==> src/rtl/mul_4_14.sv <==
// Sequential sign-magnitude Q-format multiplier: one magnitude bit per cycle,
// truncated result with overflow flag and a 3-cycle completion strobe.
module mul_4_14 #(
  parameter int unsigned Q = 14,
  parameter int unsigned N = 18
) (
  input  logic         i_clk,
  input  logic         i_rst_n,
  input  logic [N-1:0] i_multiplicand,
  input  logic [N-1:0] i_multiplier,
  input  logic         i_start,
  output logic [N-1:0] o_product,
  output logic         o_complete,
  output logic         o_overflow,
  output logic         o_busy
);

  localparam int unsigned M  = N - 1;
  localparam int unsigned AW = 2 * M;
  localparam int unsigned CW = $clog2(N);

  typedef enum logic [1:0] {IDLE, RUN, DONE} state_t;

  state_t        state_q, state_d;
  logic [AW-1:0] acc_q, mcand_q;
  logic [M-1:0]  mplier_q;
  logic [CW-1:0] cnt_q;
  logic [1:0]    hold_q;
  logic          sign_q;
  logic          load, finish;
  logic [M-1:0]  mag;
  logic          ovf;

  assign mag    = acc_q[N-2+Q:Q];
  assign ovf    = |acc_q[AW-1:N-1+Q];
  assign finish = (state_q == RUN) && (cnt_q == '0);

  always_ff @(posedge i_clk or negedge i_rst_n) begin
    if (!i_rst_n) state_q <= IDLE;
    else          state_q <= state_d;
  end

  always_comb begin
    state_d = state_q;
    load    = 1'b0;
    case (state_q)
      IDLE: begin
        if (i_start) begin
          load    = 1'b1;
          state_d = RUN;
        end
      end
      RUN: begin
        if (cnt_q == '0) state_d = DONE;
      end
      DONE: begin
        if (i_start) begin
          load    = 1'b1;
          state_d = RUN;
        end else if (hold_q == '0) begin
          state_d = IDLE;
        end
      end
      default: state_d = IDLE;
    endcase
  end

  // Counter reaches zero after the last add; the following edge registers the result.
  always_ff @(posedge i_clk or negedge i_rst_n) begin
    if (!i_rst_n) begin
      acc_q      <= '0;
      mcand_q    <= '0;
      mplier_q   <= '0;
      cnt_q      <= '0;
      sign_q     <= 1'b0;
      hold_q     <= '0;
      o_product  <= '0;
      o_overflow <= 1'b0;
    end else begin
      if (load) begin
        mcand_q  <= {{(AW-M){1'b0}}, i_multiplicand[M-1:0]};
        mplier_q <= i_multiplier[M-1:0];
        sign_q   <= i_multiplicand[N-1] ^ i_multiplier[N-1];
        acc_q    <= '0;
        cnt_q    <= CW'(M);
      end else if (state_q == RUN && cnt_q != '0) begin
        if (mplier_q[0]) acc_q <= acc_q + mcand_q;
        mcand_q  <= mcand_q << 1;
        mplier_q <= mplier_q >> 1;
        cnt_q    <= cnt_q - 1'b1;
      end

      if (finish) begin
        o_product  <= {sign_q & (|mag), mag};
        o_overflow <= ovf;
        hold_q     <= 2'd2;
      end else if (state_q == DONE && hold_q != '0) begin
        hold_q <= hold_q - 1'b1;
      end
    end
  end

  assign o_complete = (state_q == DONE);
  assign o_busy     = (state_q == RUN);

endmodule

==> config.mk <==
export PLATFORM = sky130hd
export DESIGN_NAME = mul_4_14
export DESIGN_NICKNAME = d
export VERILOG_FILES = /design/src/rtl/mul_4_14.sv
export SDC_FILE = /design/constraint.sdc
export NUM_CORES = 1
export LEC_CHECK = 0
export ABC_AREA = 1
export CAP_MARGIN = 20
export CORE_UTILIZATION = 25
export CTS_CLUSTER_SIZE = 24
export DETAILED_ROUTE_END_ITERATION = 8
export PLACE_DENSITY = 0.41
export SLEW_MARGIN = 20
export SYNTH_ARGS = -nofsm -noshare
export SYNTH_HDL_FRONTEND = slang
export SYNTH_SLANG_ARGS = --single-unit
==> constraint.sdc <==
create_clock -name i_clk -period 2 [get_ports i_clk]
set_clock_uncertainty 0.2 [all_clocks]
set_input_delay 0.3 -clock i_clk [delete_from_list [all_inputs] [get_ports i_clk]]
set_output_delay 0.3 -clock i_clk [all_outputs]
set_load 0.02 [all_outputs]
; ---- Yosys cells after proc, flatten, opt, wreduce, memory -nomap -nowiden
; Cells that the tools add are included.
[totals]
reg_bits = 114
in_bits = 39
output_inout_bits = 21
word_cells = 53
[op_classes]
n_addsub = 3
eq_ne = 5
mux = 18
bitwise_logic = 2
reduce_logical = 16
[ops]
columns = cell, n
row1 = 34-bit 2-to-1 mux, 5
row2 = 34-bit adder, 1
row3 = 17-bit 2-to-1 mux, 2
row4 = 17-bit OR reduction, 1
row5 = 2-bit 2-to-1 mux, 6
row6 = 5-bit 2-to-1 mux, 2
row7 = 2-bit nonzero test, 4
row8 = 2-bit one-hot mux with 3 select lines, 1
row9 = 5-bit logical NOT, 1
row10 = 5-bit nonzero test, 1
row11 = 5-bit by 1-bit subtractor with 5-bit output (second input constant), 1
row12 = 2-bit logical NOT, 2
row13 = 1-bit logical AND, 3
row14 = 3-bit by 2-bit != test with 1-bit output (second input constant), 1
row15 = 3-bit AND reduction, 1
row16 = 3-bit OR reduction, 1
row17 = 2-bit by 1-bit == test with 1-bit output (second input constant), 1
row18 = 2-bit == test (second input constant), 1
row19 = 1-bit 2-to-1 mux, 2
row20 = 2-bit by 1-bit != test with 1-bit output (second input constant), 1
row21 = 2-bit != test (second input constant), 1
row22 = 2-bit AND reduction, 1
row23 = 2-bit OR reduction, 1
row24 = 2-bit by 1-bit subtractor with 2-bit output (second input constant), 1
row25 = 2 further kinds, 2

; ---- Logic depth before layout (Yosys ltp)
[logic_depth]
word_depth = 5
mapped_depth = 14

; ---- Worst setup path after synthesis
; No wires, ideal clock.
[synth_path]
path_type = register to register
startpoint = reg acc_q[0]
endpoint = reg acc_q[26]
setup_ns = 0.117
arrival_time_ns = 1.683
required_time_ns = 1.683
slack_ns = -0.001
path_stages_with_launch = 13
period_less_slack_ns = 2.001
cell_sequence = dfrtp_1 ha_1 fa_1 nand2_1 o21ai_2 nand2_1 nand2_2 nand2_1 nand2_2 nand2_1 nand3b_1 nand3_1 nand2_1
[synth_via]
elab_chain_len = 4
[synth_lines]
columns = element, line_no
row1 = "start, declared", 25  ; logic [AW-1:0] acc_q, mcand_q;
row2 = "start signal, assigned", 87  ; if (mplier_q[0]) acc_q <= acc_q + mcand_q;
row3 = 34-bit adder, 87
row4 = 34-bit 2-to-1 mux, 87
row5 = 34-bit 2-to-1 mux, 86  ; end else if (state_q == RUN && cnt_q != '0) begin
row6 = 34-bit 2-to-1 mux, 80  ; if (load) begin
; No other way between the ends. The select of a mux whose other input is x is not followed.
; A chain may end at the register's enable or synchronous reset.

; ---- Final worst setup path
[layout_path]
startpoint = reg acc_q[0]
endpoint = reg acc_q[24]
; The elaborated chain is that of the path after synthesis.

==> results_dict.tcl <==
set metrics [dict create \
    synth-edff-count 0 \
    worst_path_largest_cell_delay_ps 390 \
    place_area_um2 8821 \
    crit_arrival_ps 2210 \
    fp.dieH_um 168.3 \
    vias 6708 \
    htreeDepth 4 \
    post-route-cell-area_um2 10790 \
    setup_ws_ps -93.61 \
    finalCritPeriodShare 1.047 \
    yosys-top-cells-area "dfrtp_1 41%, nand2_1 15%, inv_1 7.9%" \
    syn_nets 990 \
    grt_pass1_wl_mm 36.07 \
    path_max_fanout 4 \
    first_pass_iters 4 \
    root_buffer "clkbuf_16" \
    slowest_stage "dfrtp_1" \
    status "complete, but fails checks" \
    die-area_um2 28340 \
    start_util 0.2560 \
    viasPerCell 4.545 \
    syn_to_final_growth_pct 56.00 \
    num_rows 60 \
    die_w_um 168.3 \
    min_path_type "in -> async" \
    synth_top_cell_by_area "dfrtp_1" \
    synth_top_cell_area_share 0.4124 \
    tightest_slew_ps 502.3 \
    design.core.area_um2 27030 \
    violations "negative setup slack" \
    crit_type "reg -> reg" \
    ys.flop_type "dfrtp_1" \
    insertion_delay_ps 430 \
    final_nets 1197 \
    cp_common_cell "nand2_2" \
    antenna_cells 0 \
    grt-ovfl-total 0 \
    path_clk_slew_ps 60 \
    ir_worst_vdd_mv 0.7015 \
    path_delay_family "simple AND/OR/NAND/NOR gates" \
    drt_wl_total_mm 22.81 \
    finalWeightedCongestion 0.8496 \
    antenna_found_initial 0 \
    async_reset_ff_frac 1.000 \
    io_buffers 59 \
    period_needed_ps 2094 \
    clockBufferDepth 2 \
    ys_seq_elements 114 \
    crit_path_start_kind "flip-flop" \
    drcViolationCount 0 \
    grt_start_max_net_pins 37 \
    setup_violations 14 \
    dpl.hpwl_mm 16.26 \
    io_pins 60 \
    avgSynthCellArea_um2 7.561 \
    rsz0062_at_grt "true" \
    synth.distinct_cells 38 \
    first_global_vias 6550 \
    whs_ps 181.2 \
    max_freq_ghz 0.4776 \
    path_cells "ha_2 > fa_2 > nand2_2 > o21ai_4 > nand2_1 > nand2_2 > nand2_2 > nand2_4 > nand2_4 > nand3_2 > nand3_2 > nand2_1" \
    max-cap-violations 0 \
    p_leak_uw 0.005246 \
    drive_gt1_frac 0.3630 \
    cts_buffers 17 \
    worst_setup_path_end_kind "flip-flop" \
    track_usage 0.1662 \
    path_buf_inv 0 \
    final_antenna_net_count 0 \
    p_total_uw 19880 \
    cts_tree "yes" \
    multi_input_area_um2 4419 \
    pwr_density_cell_nw_per_um2 1842 \
    finalMaxSlewViolations 0 \
    seqCellArea_um2 2865 \
    nFillCells 2816 \
    ys_seq_area_frac 0.4124 \
    relSlewSlack 0.6651 \
    cts.sinks 114 \
    hold_viol 0 \
    syn-cell-area_um2 6918 \
    drtIter0Drc 288 \
    crit_required_ps 2120 \
    final_cell_mix "229 x nand2_1, 135 x inv_1, 129 x buf_4, 104 x dfrtp_1, 56 x clkdlybuf4s50_1" \
    wl_per_cell_um 15.45 \
    layout.cells.most_common "nand2_1" \
    yosys_warnings 0 \
    syn_inst 915 \
]
## power by group
part | internal, uW | switching, uW
Combinational | 5880 | 6650
Sequential | 3320 | 846
Clock | 1880 | 1290
## worst paths after layout
| path | startpoint | end | slack (ps) | depth (start not counted) |
|---|---|---|---|---|
| max in group asynchronous | i_rst_n | acc_q[32] | 840 | 3 |
| worst max-delay path | acc_q[0] | acc_q[24] | -90 | 12 |
| worst max register to register | acc_q[0] | acc_q[24] | -90 | 12 |
| worst min-delay path | i_rst_n | mcand_q[3] | 180 | 2 |
| min in group i_clk | i_multiplier[16] | mplier_q[16] | 240 | 3 |
| worst min register to register | o_product[4] | o_product[4] | 270 | 2 |
## cells in the mapped netlist, types with 4 or more instances
cell      number
a22oi_1       16
nor4_1         5
a21oi_2        4
nand4_1        4
nand2_2       14
o21ai_0       51
nor2_1        54
ha_1          35
o21ai_1        6
nor2_2         5
a21oi_1       40
buf_6          6
clkbuf_1       6
o221ai_1      31
buf_2         11
nand3_1       31
inv_2          6
xnor2_1        6
nor3_1         9
nand2_1      283
dfrtp_1      114
inv_1        145
## metal layers
layer,up-vias,track usage,share of wire
li1,3379,-,-
met1,3228,0.2401,0.51
met2,86,0.2583,0.45
met3,15,0.02351,0.028
met4,0,0.04269,0.012
met5,-,0,0
## cell families after synthesis
logic type                 synth area share
AOI/OAI and AO/OA                    0.1476
xor gates and xnor gates            0.01140
adders and majority gates           0.06620
buffers and inverters                0.1029
DFF                                  0.4124
and+or+nand+nor                      0.2595
## metrics by stage
stage               utilization  instances  TNS [ps]  setup slack (ps)
CTS                      0.3789       1465    -497.5            -111.0
global route             0.3993       1476     -2908            -218.0
floorplan                     -        915         0             6.340
global placement         0.3264       1418     -6155            -316.3
finish                   0.3993       1476    -820.7            -93.61
detailed placement       0.3264       1418     -6754            -349.5
## final cells by class
class | count | share of cell area
timing repair buffer | 210 | 0.1777
clock buffer | 18 | 0.04070
multi-input combinational | 628 | 0.4095
inverter | 151 | 0.05275
sequential | 114 | 0.2655
tap | 341 | 0.03954
clock inverter | 14 | 0.01426
## timing repair
| item | CTS | global route |
|---|---|---|
| pin swaps | 46 | 62 |
| endpoints found under the setup margin | 37 | 70 |
| gates resized for setup | 154 | 109 |
| buffers inserted | 15 | 12 |
| hold buffers | 1 | 0 |
| endpoints found under the hold margin | 30 | 0 |
| gates cloned | 1 | 1 |
## state kept, by name, summed over array words and instances, names as in the netlist
signal and cells:
acc_q 34, mcand_q 34, o_product 18, mplier_q 17, cnt_q 5, hold_q 2
state_q 2, o_overflow 1, sign_q 1
No activity file was read; power rests on OpenSTA's default activity.
